==> src/rtl/input_sync_filter.sv <==
// Per-channel synchronizer and glitch filter: output follows input SYNC_STAGES+FILTER_CYCLES edges later, with no backpressure.
// Define INPUT_SYNC_FILTER_EDGE_EN to build the registered rise/fall pulses; otherwise they are tied low.
module input_sync_filter #(
  parameter int               WIDTH         = 1,
  parameter int               SYNC_STAGES   = 2,
  parameter int               FILTER_CYCLES = 2,
  parameter bit               FAST_RELEASE  = 1'b0,
  parameter logic [WIDTH-1:0] RESET_VALUE   = '0
) (
  input  logic             clk,
  input  logic             reset,
  input  logic [WIDTH-1:0] user_in,
  output logic [WIDTH-1:0] user_out,
  output logic [WIDTH-1:0] rise,
  output logic [WIDTH-1:0] fall
);

  localparam int            CW       = $clog2(FILTER_CYCLES + 1);
  localparam logic [CW-1:0] CNT_LAST = CW'(FILTER_CYCLES - 1);

  logic [SYNC_STAGES-1:0][WIDTH-1:0] sync;
  logic [WIDTH-1:0]                  s;
  logic [WIDTH-1:0]                  out_d;
  logic [CW-1:0]                     cnt_q [WIDTH];
  logic [CW-1:0]                     cnt_d [WIDTH];

  always_ff @(posedge clk or posedge reset) begin
    if (reset) begin
      sync <= {SYNC_STAGES{RESET_VALUE}};
    end else begin
      sync <= {sync[SYNC_STAGES-2:0], user_in};
    end
  end

  assign s = sync[SYNC_STAGES-1];

  // A sample matching the current output always clears the counter, so a
  // pulse shorter than FILTER_CYCLES leaves no trace.
  always_comb begin
    out_d = user_out;
    for (int i = 0; i < WIDTH; i++) begin
      cnt_d[i] = '0;
      if (s[i] != user_out[i]) begin
        if (FAST_RELEASE && !s[i]) begin
          out_d[i] = 1'b0;
        end else if (cnt_q[i] == CNT_LAST) begin
          out_d[i] = s[i];
        end else begin
          cnt_d[i] = cnt_q[i] + 1'b1;
        end
      end
    end
  end

  always_ff @(posedge clk or posedge reset) begin
    if (reset) begin
      user_out <= RESET_VALUE;
      for (int i = 0; i < WIDTH; i++) begin
        cnt_q[i] <= '0;
      end
    end else begin
      user_out <= out_d;
      for (int i = 0; i < WIDTH; i++) begin
        cnt_q[i] <= cnt_d[i];
      end
    end
  end

`ifdef INPUT_SYNC_FILTER_EDGE_EN
  always_ff @(posedge clk or posedge reset) begin
    if (reset) begin
      rise <= '0;
      fall <= '0;
    end else begin
      rise <= out_d & ~user_out;
      fall <= ~out_d & user_out;
    end
  end
`else
  assign rise = '0;
  assign fall = '0;
`endif

endmodule

==> config.mk <==
export PLATFORM = sky130hd
export DESIGN_NAME = input_sync_filter
export DESIGN_NICKNAME = d
export VERILOG_FILES = /design/src/rtl/input_sync_filter.sv
export SDC_FILE = /design/constraint.sdc
export NUM_CORES = 1
export LEC_CHECK = 0
export ABC_AREA = 1
export ABC_CLOCK_PERIOD_IN_PS = 800
export BUFFER_PORTS_ARGS = -buffer_cell sky130_fd_sc_hd__clkbuf_2
export CORE_AREA = 2 2 39 41
export DETAILED_ROUTE_END_ITERATION = 6
export DIE_AREA = 0 0 41 43
export PLACE_DENSITY = 0.33
export SYNTH_ARGS = -nofsm -noshare
export SYNTH_HDL_FRONTEND = slang
export SYNTH_SLANG_ARGS = --single-unit
export TNS_END_PERCENT = 20
==> constraint.sdc <==
create_clock -name clk -period 0.8 [get_ports clk]
set_input_delay 0.08 -clock clk [delete_from_list [all_inputs] [get_ports clk]]
set_output_delay 0.08 -clock clk [all_outputs]
set_load 0.05 [all_outputs]
* Word level (Yosys, flattened, before mapping)
Cells that the tools add are included.
** Storage, ports and cells
- Register bits :: 5
- Bits of input ports :: 3
** Operators by class
- Reductions and logical operators :: 1
- Equality and inequality tests :: 2
- Mux-type cells :: 2
- Add/subtract/negate cells :: 1
** Operators by type and width (number)
- 2-to-1 mux 2 bit :: 2
- adder 2 x 1 -> 2 bit, second input constant :: 1
- equality test 2 x 1 -> 1 bit, second input constant :: 1
- AND reduction 2 bit :: 1
- inequality test 1 bit :: 1

* Longest topological paths before layout
Gate-level depths: netlist of run 1.
- Depth in word-level cells :: 3
- Gate-level depth with buffers :: 5
- Mapped depth without buffers :: 5

* Worst setup path after synthesis of run 1
OpenSTA, ideal clock, no wires.
- Path type :: reg2reg
- Start point :: reg user_out
- End point :: reg cnt_q[1] in the netlist's numbering
- Cell stages (with the launch flop) :: 5
- Data required time :: 729 ps
- Buffers on the path :: 0
- Period minus slack after synthesis :: 998 ps
- Arrival time :: 926 ps
- Setup slack :: -198 ps
- Path through :: dfrtp_1 > inv_1 > nand2_1 > nand2_1 > nor2_1
** RTL lines
- from (decl) :: RTL line 13 : output logic [WIDTH-1:0] user_out,
- from (signal assigned) :: RTL line 62 : user_out <= out_d;
- to (signal, indexed assignment) :: RTL line 64 : cnt_q[i] <= cnt_d[i];
- to (decl) :: RTL line 24 : logic [CW-1:0] cnt_q [WIDTH];

* Worst setup path after layout of run 1
- Start point :: reg user_out
- End point :: out user_out
No word-level cell between the ends.

==> results.sh, run 1 <==
export IMPL_outcome="finished, violations left"
export IMPL_violations="setup timing"
export IMPL_die_area_um2=1760
export IMPL_r2r_start="user_out"
export IMPL_post_route_min_period_ps=899
export IMPL_syn_to_final_growth_pct=49.7
export IMPL_grt_util_all_layers_pct=4.74
export IMPL_finalCritPeriodShare_pct=112
export IMPL_grt_max_degree=6
export IMPL_worstReg2RegEnd="cnt_q[0]"
export IMPL_clk_pin_slew_ps=40
export IMPL_max_stage_delay_ps=410
export IMPL_drcViolationCount=0
export IMPL_setup_viol=4
export IMPL_start_util_pct=14.7
export IMPL_clock_latency_ps=240
export IMPL_ctsHtreeMaxLevel=1
export IMPL_syn_inst=23
export IMPL_rrSetupSlack_ps=-50
export IMPL_yosys_warnings=0
export IMPL_clock_sinks=5
export IMPL_rsz0062_at_grt="true"
export IMPL_ir_drop_v=0.000582
export IMPL_grt_antenna_before_repair=0
export IMPL_seq_area_frac_synth_pct=61.3
export IMPL_maxCapViolCount=0
export IMPL_grt_pass1_wl_um=448
export IMPL_die_w_um=41
export IMPL_crit_path_cell_trace="clkbuf_16"
export IMPL_finClkSkew_ps=0.286
export IMPL_grt_pass1_vias=128
export IMPL_synth_area_per_cell_um2=8.87
export IMPL_path_delay_family="flip-flops"
export IMPL_place_congestion=0.573
export IMPL_slowest_stage="dfrtp_2"
export IMPL_ys_types=8
export IMPL_power_density_nw_per_um2=3410
export IMPL_wire_per_inst_um=5.90
export IMPL_hpwl_um=217
export IMPL_crit_type="reg2out"
export IMPL_drt_pass1_iter_count=4
export IMPL_drv_slew=0
export IMPL_power_leakage_nw=0.160
export IMPL_clock_root_buffer="clkbuf_4"
export IMPL_cts_tree="yes"
export IMPL_via_per_inst=3.08
export IMPL_antennaDiodeCount=0
export IMPL_stdcell_count=48
export IMPL_first_iter_violations=1
export IMPL_ant_nets=0
export IMPL_final_layout_size_suffix_gt1_share_pct=31.3
export IMPL_cp_max_fo=2
export IMPL_coreArea_um2=1380
export IMPL_hold_viol=0
export IMPL_arrival_ps=820
export IMPL_placed_cell_area_um2=229
export IMPL_grt_overflow_total=0
export IMPL_place_inst=41
export IMPL_hold_ws_ps=269
export IMPL_cts_buffer_depth=2
export IMPL_report_power_total_mw=1.04
export IMPL_layout_nets=36
export IMPL_synth_area_um2=204
export IMPL_setup_ws_ps=-98.6
export IMPL_start_kind="flip-flop"
export IMPL_numCtsBuffers=3
export IMPL_r2r_cells=5
export IMPL_vias=148
export IMPL_io_pins=6
export IMPL_min_path_type="in2async"
export IMPL_nFillCells=154
export IMPL_rows=14
export IMPL_die_height_um=43
export IMPL_cp_required_ps=720
export IMPL_wirelength_um=283
export IMPL_tns_ps=-222
export IMPL_synth_seq_cells=5
export IMPL_cp_num_buf_inv=1
export IMPL_fin_area_um2=305
export IMPL_fmax_ghz=1.11
export IMPL_crit_path_end_kind="output pin"
export IMPL_io_buffer_count=3
## layout make-up
| class | instances | area (um2) | share of cell area (%) |
|---|---|---|---|
| clock buffers | 4 | 26.3 | 8.61 |
| repair buffers | 6 | 62.6 | 20.5 |
| multi-input cells | 12 | 51.3 | 16.8 |
| flip-flops and latches | 5 | 126 | 41.4 |
| well taps | 16 | 20.0 | 6.56 |
| inverters | 5 | 18.8 | 6.15 |
## worst max path at each step
stage / endpoint / cells after the start / startpoint
5_1_grt: user_out / 1 / user_out
3_3_place_gp: cnt_q[1] / 2 / cnt_q[0]
6_report: user_out / 1 / user_out
3_5_place_dp: cnt_q[1] / 2 / cnt_q[0]
4_1_cts: user_out / 1 / user_out
2_1_floorplan: cnt_q[0] / 4 / user_out
## layout by cell type, fill, tap and decap left out, drive strengths merged
cell type	count
buf	1
dfrtp	5
nand3	1
inv	5
conb	2
or2	1
nor2	2
nand2	6
clkbuf	7
dlygate4sd3	2
## Yosys cell counts
cell type | instances | share of area (%)
buf_4 | 2 | 7.4
conb_1 | 1 | 1.8
dfrtp_1 | 5 | 61
inv_1 | 5 | 9.2
nand2_1 | 6 | 11
nand3_1 | 1 | 2.5
nor2_1 | 2 | 3.7
or2_0 | 1 | 3.1
## flip-flops by register name, indices dropped and copies added, names as in the netlist
| register | count |
|---|---|
| sync | 1 |
| cnt_q | 2 |
| s | 1 |
| user_out | 1 |
## timing repair
item,4_1_cts,5_1_grt
hold buffers,2,0
setup endpoints to repair,1,4
gates resized for setup,3,1
buffers inserted,1,0
endpoints found under the hold margin,6,0
## power breakdown
| part | switching [mW] | total [mW] | internal [mW] |
|---|---|---|---|
| logic | 0.205 | 0.397 | 0.191 |
| registers | 0.0442 | 0.358 | 0.314 |
| clock network | 0.0981 | 0.286 | 0.188 |
| total | 0.348 | 1.04 | 0.693 |
## per-layer routing
metal	vias to the layer above	wire, um	global-route usage, %
li1	77	-	-
met1	67	129	4.58
met2	4	136	4.69
met3	0	17	3.14
met4	0	0	8.00
met5	-	0	0
## through the flow
step	setup WS [ps]	util, %
6_report	-98.6	22.1
5_1_grt	-135	22.1
4_1_cts	-113	21.9
3_5_place_dp	33.4	16.5
3_3_place_gp	45.4	16.5
2_1_floorplan	-42.1	-
## logic make-up after synthesis
| group | after synthesis | share of synthesized area (%) |
|---|---|---|
| AND/OR/NAND/NOR | 10 | 20.2 |
| other | 1 | 1.84 |
| buffers and inverters | 7 | 16.6 |
| flip-flops | 5 | 61.3 |
Power figures use the tool's default switching activity.
==> run 2, diff against run 1 <==
--- a/config.mk
+++ b/config.mk
@@ -6,11 +6,12 @@
 export NUM_CORES = 1
 export LEC_CHECK = 0
 export ABC_AREA = 1
-export ABC_CLOCK_PERIOD_IN_PS = 800
+export ABC_CLOCK_PERIOD_IN_PS = 1100
 export BUFFER_PORTS_ARGS = -buffer_cell sky130_fd_sc_hd__clkbuf_2
 export CORE_AREA = 2 2 39 41
 export DETAILED_ROUTE_END_ITERATION = 6
 export DIE_AREA = 0 0 41 43
+export GPL_TIMING_DRIVEN = 0
 export PLACE_DENSITY = 0.33
 export SYNTH_ARGS = -nofsm -noshare
 export SYNTH_HDL_FRONTEND = slang
==> constraint.sdc (replaced) <==
create_clock -name clk -period 1.1 [get_ports clk]
set_input_delay 0.11 -clock clk [delete_from_list [all_inputs] [get_ports clk]]
set_output_delay 0.11 -clock clk [all_outputs]
set_load 0.05 [all_outputs]
==> results.sh, run 2 (synthesized netlist as in run 1, its figures left out) <==
export IMPL_outcome="finished clean"
export IMPL_r2r_start="cnt_q[0]"
export IMPL_place_ws_ps=326
export IMPL_cp_required_ps=990
export IMPL_largest_register="cnt_q"
export IMPL_clock_root_buffer="clkbuf_4"
export IMPL_cp_max_fo=3
export IMPL_final_common_cell="nand2_1"
export IMPL_busiest_layer="met4"
export IMPL_via_per_inst=3.04
export IMPL_drt_pass1_iter_count=2
export IMPL_syn_to_final_growth_pct=41.7
export IMPL_p_int_mw=0.416
export IMPL_drcViolationCount=0
export IMPL_use_met3_pct=1.57
export IMPL_die_height_um=43
export IMPL_hold_viol=0
export IMPL_path_delay_family="flip-flops"
export IMPL_rrSetupSlack_ps=320
export IMPL_finalCritPeriodShare_pct=89.9
export IMPL_cts_buffer_depth=2
export IMPL_coreArea_um2=1380
export IMPL_grt_antenna_before_repair=0
export IMPL_min_path_type="in2async"
export IMPL_place_inst=43
export IMPL_r2r_cells=2
export IMPL_io_pins=6
export IMPL_cts_tree="yes"
export IMPL_crit_path_end_kind="output pin"
export IMPL_ctsResizeCount=0
export IMPL_use_met2_pct=7.81
export IMPL_grt_overflow_total=0
export IMPL_multi_input_area_um2=48.8
export IMPL_ff_latch_area_um2=125
export IMPL_post_route_min_period_ps=988
export IMPL_crit_type="reg2out"
export IMPL_layout_common_cells="6 x nand2_1, 5 x inv_1, 5 x dfrtp_1, 3 x clkbuf_4, 3 x clkbuf_2"
export IMPL_setup_ws_ps=112
export IMPL_p_switching_mw=0.238
export IMPL_crit_path_cell_trace="clkbuf_2"
export IMPL_die_w_um=41
export IMPL_max_stage_delay_ps=360
export IMPL_wirelength_um=307
export IMPL_seqPwrFrac_pct=38.7
export IMPL_power_density_nw_per_um2=2260
export IMPL_stdcell_count=49
export IMPL_rsz0062_at_grt="false"
export IMPL_io_buffer_count=3
export IMPL_fmax_ghz=1.01
export IMPL_setup_viol=0
export IMPL_antennaDiodeCount=0
export IMPL_worstReg2RegEnd="cnt_q[1]"
export IMPL_final_layout_size_suffix_gt1_share_pct=24.2
export IMPL_power_leakage_nw=0.161
export IMPL_grt_pass1_wl_um=565
export IMPL_place_congestion=0.615
export IMPL_drv_slew=0
export IMPL_clk_pin_slew_ps=40
export IMPL_largest_register_ff_count=2
export IMPL_vias=149
export IMPL_wire_per_inst_um=6.27
export IMPL_ant_nets=0
export IMPL_cp_num_buf_inv=1
export IMPL_slowest_stage="dfrtp_1"
export IMPL_ir_drop_v=0.000613
export IMPL_numCtsBuffers=3
export IMPL_clock_sinks=5
export IMPL_ctsHtreeMaxLevel=1
export IMPL_start_util_pct=14.7
export IMPL_layout_nets=37
export IMPL_maxCapViolCount=0
export IMPL_nFillCells=160
export IMPL_finClkSkew_ps=2.39
export IMPL_grt_pass1_vias=172
export IMPL_combPwrFrac_pct=29.2
export IMPL_start_kind="flip-flop"
export IMPL_arrival_ps=880
export IMPL_clkPwrFrac_pct=32.0
export IMPL_die_area_um2=1760
export IMPL_clock_latency_ps=240
export IMPL_grt_util_all_layers_pct=5.35
export IMPL_rows=14
export IMPL_use_met1_pct=4.26
export IMPL_report_power_total_mw=0.654
export IMPL_grt_max_degree=6
export IMPL_tns_ps=0
export IMPL_swShare_pct=36.4
export IMPL_first_iter_violations=2
run 2: per-stage QoR:
stage / area, um2 / util [%] / hold slack (ps)
floorplan: 208 / - / -111
global placement: 243 / 17.5 / -8.62
detailed placement: 243 / 17.5 / 1.77
CTS: 289 / 20.9 / 289
global route: 289 / 20.9 / 316
finish: 289 / 20.9 / 296
run 2: timing repair:
| action | in CTS | in global routing |
|---|---|---|
| buffers inserted | 0 | 0 |
| endpoints found under the setup margin | 0 | 0 |
| endpoints found under the hold margin | 6 | 0 |
| hold buffers | 2 | 0 |
run 2: area by class of cell:
type                    count  area share [%]
flip-flops and latches      5            43.3
multi-input cells          12            16.9
repair buffers              5            12.1
clock buffers               4            9.09
well taps                  16            6.93
inverters                   5            6.49
plain buffers               2            5.19
run 2: metal layers:
| metal | vias up | wire length (um) |
|---|---|---|
| li1 | 79 | - |
| met1 | 66 | 104 |
| met2 | 4 | 177 |
| met3 | 0 | 25 |
| met4 | 0 | 0 |
| met5 | - | 0 |
run 2: how the worst max path moves through the flow:
stage,from,end,slack [ps],depth (start not counted)
after floorplan,user_out,cnt_q[1],100,4
after global placement,cnt_q[0],cnt_q[1],330,2
after detailed placement,cnt_q[0],cnt_q[1],330,2
after CTS,user_out,user_out,90,1
after global routing,user_out,user_out,60,1
final,user_out,user_out,110,1
run 2: power groups by stage:
stage          sequential, mW  clock (mW)  combinational, mW
2_1_floorplan           0.315           0             0.0895
3_3_place_gp            0.259           0              0.189
3_5_place_dp            0.257           0              0.189
4_1_cts                 0.254       0.224              0.194
5_1_grt                 0.265       0.238              0.212
6_report                0.253       0.209              0.191
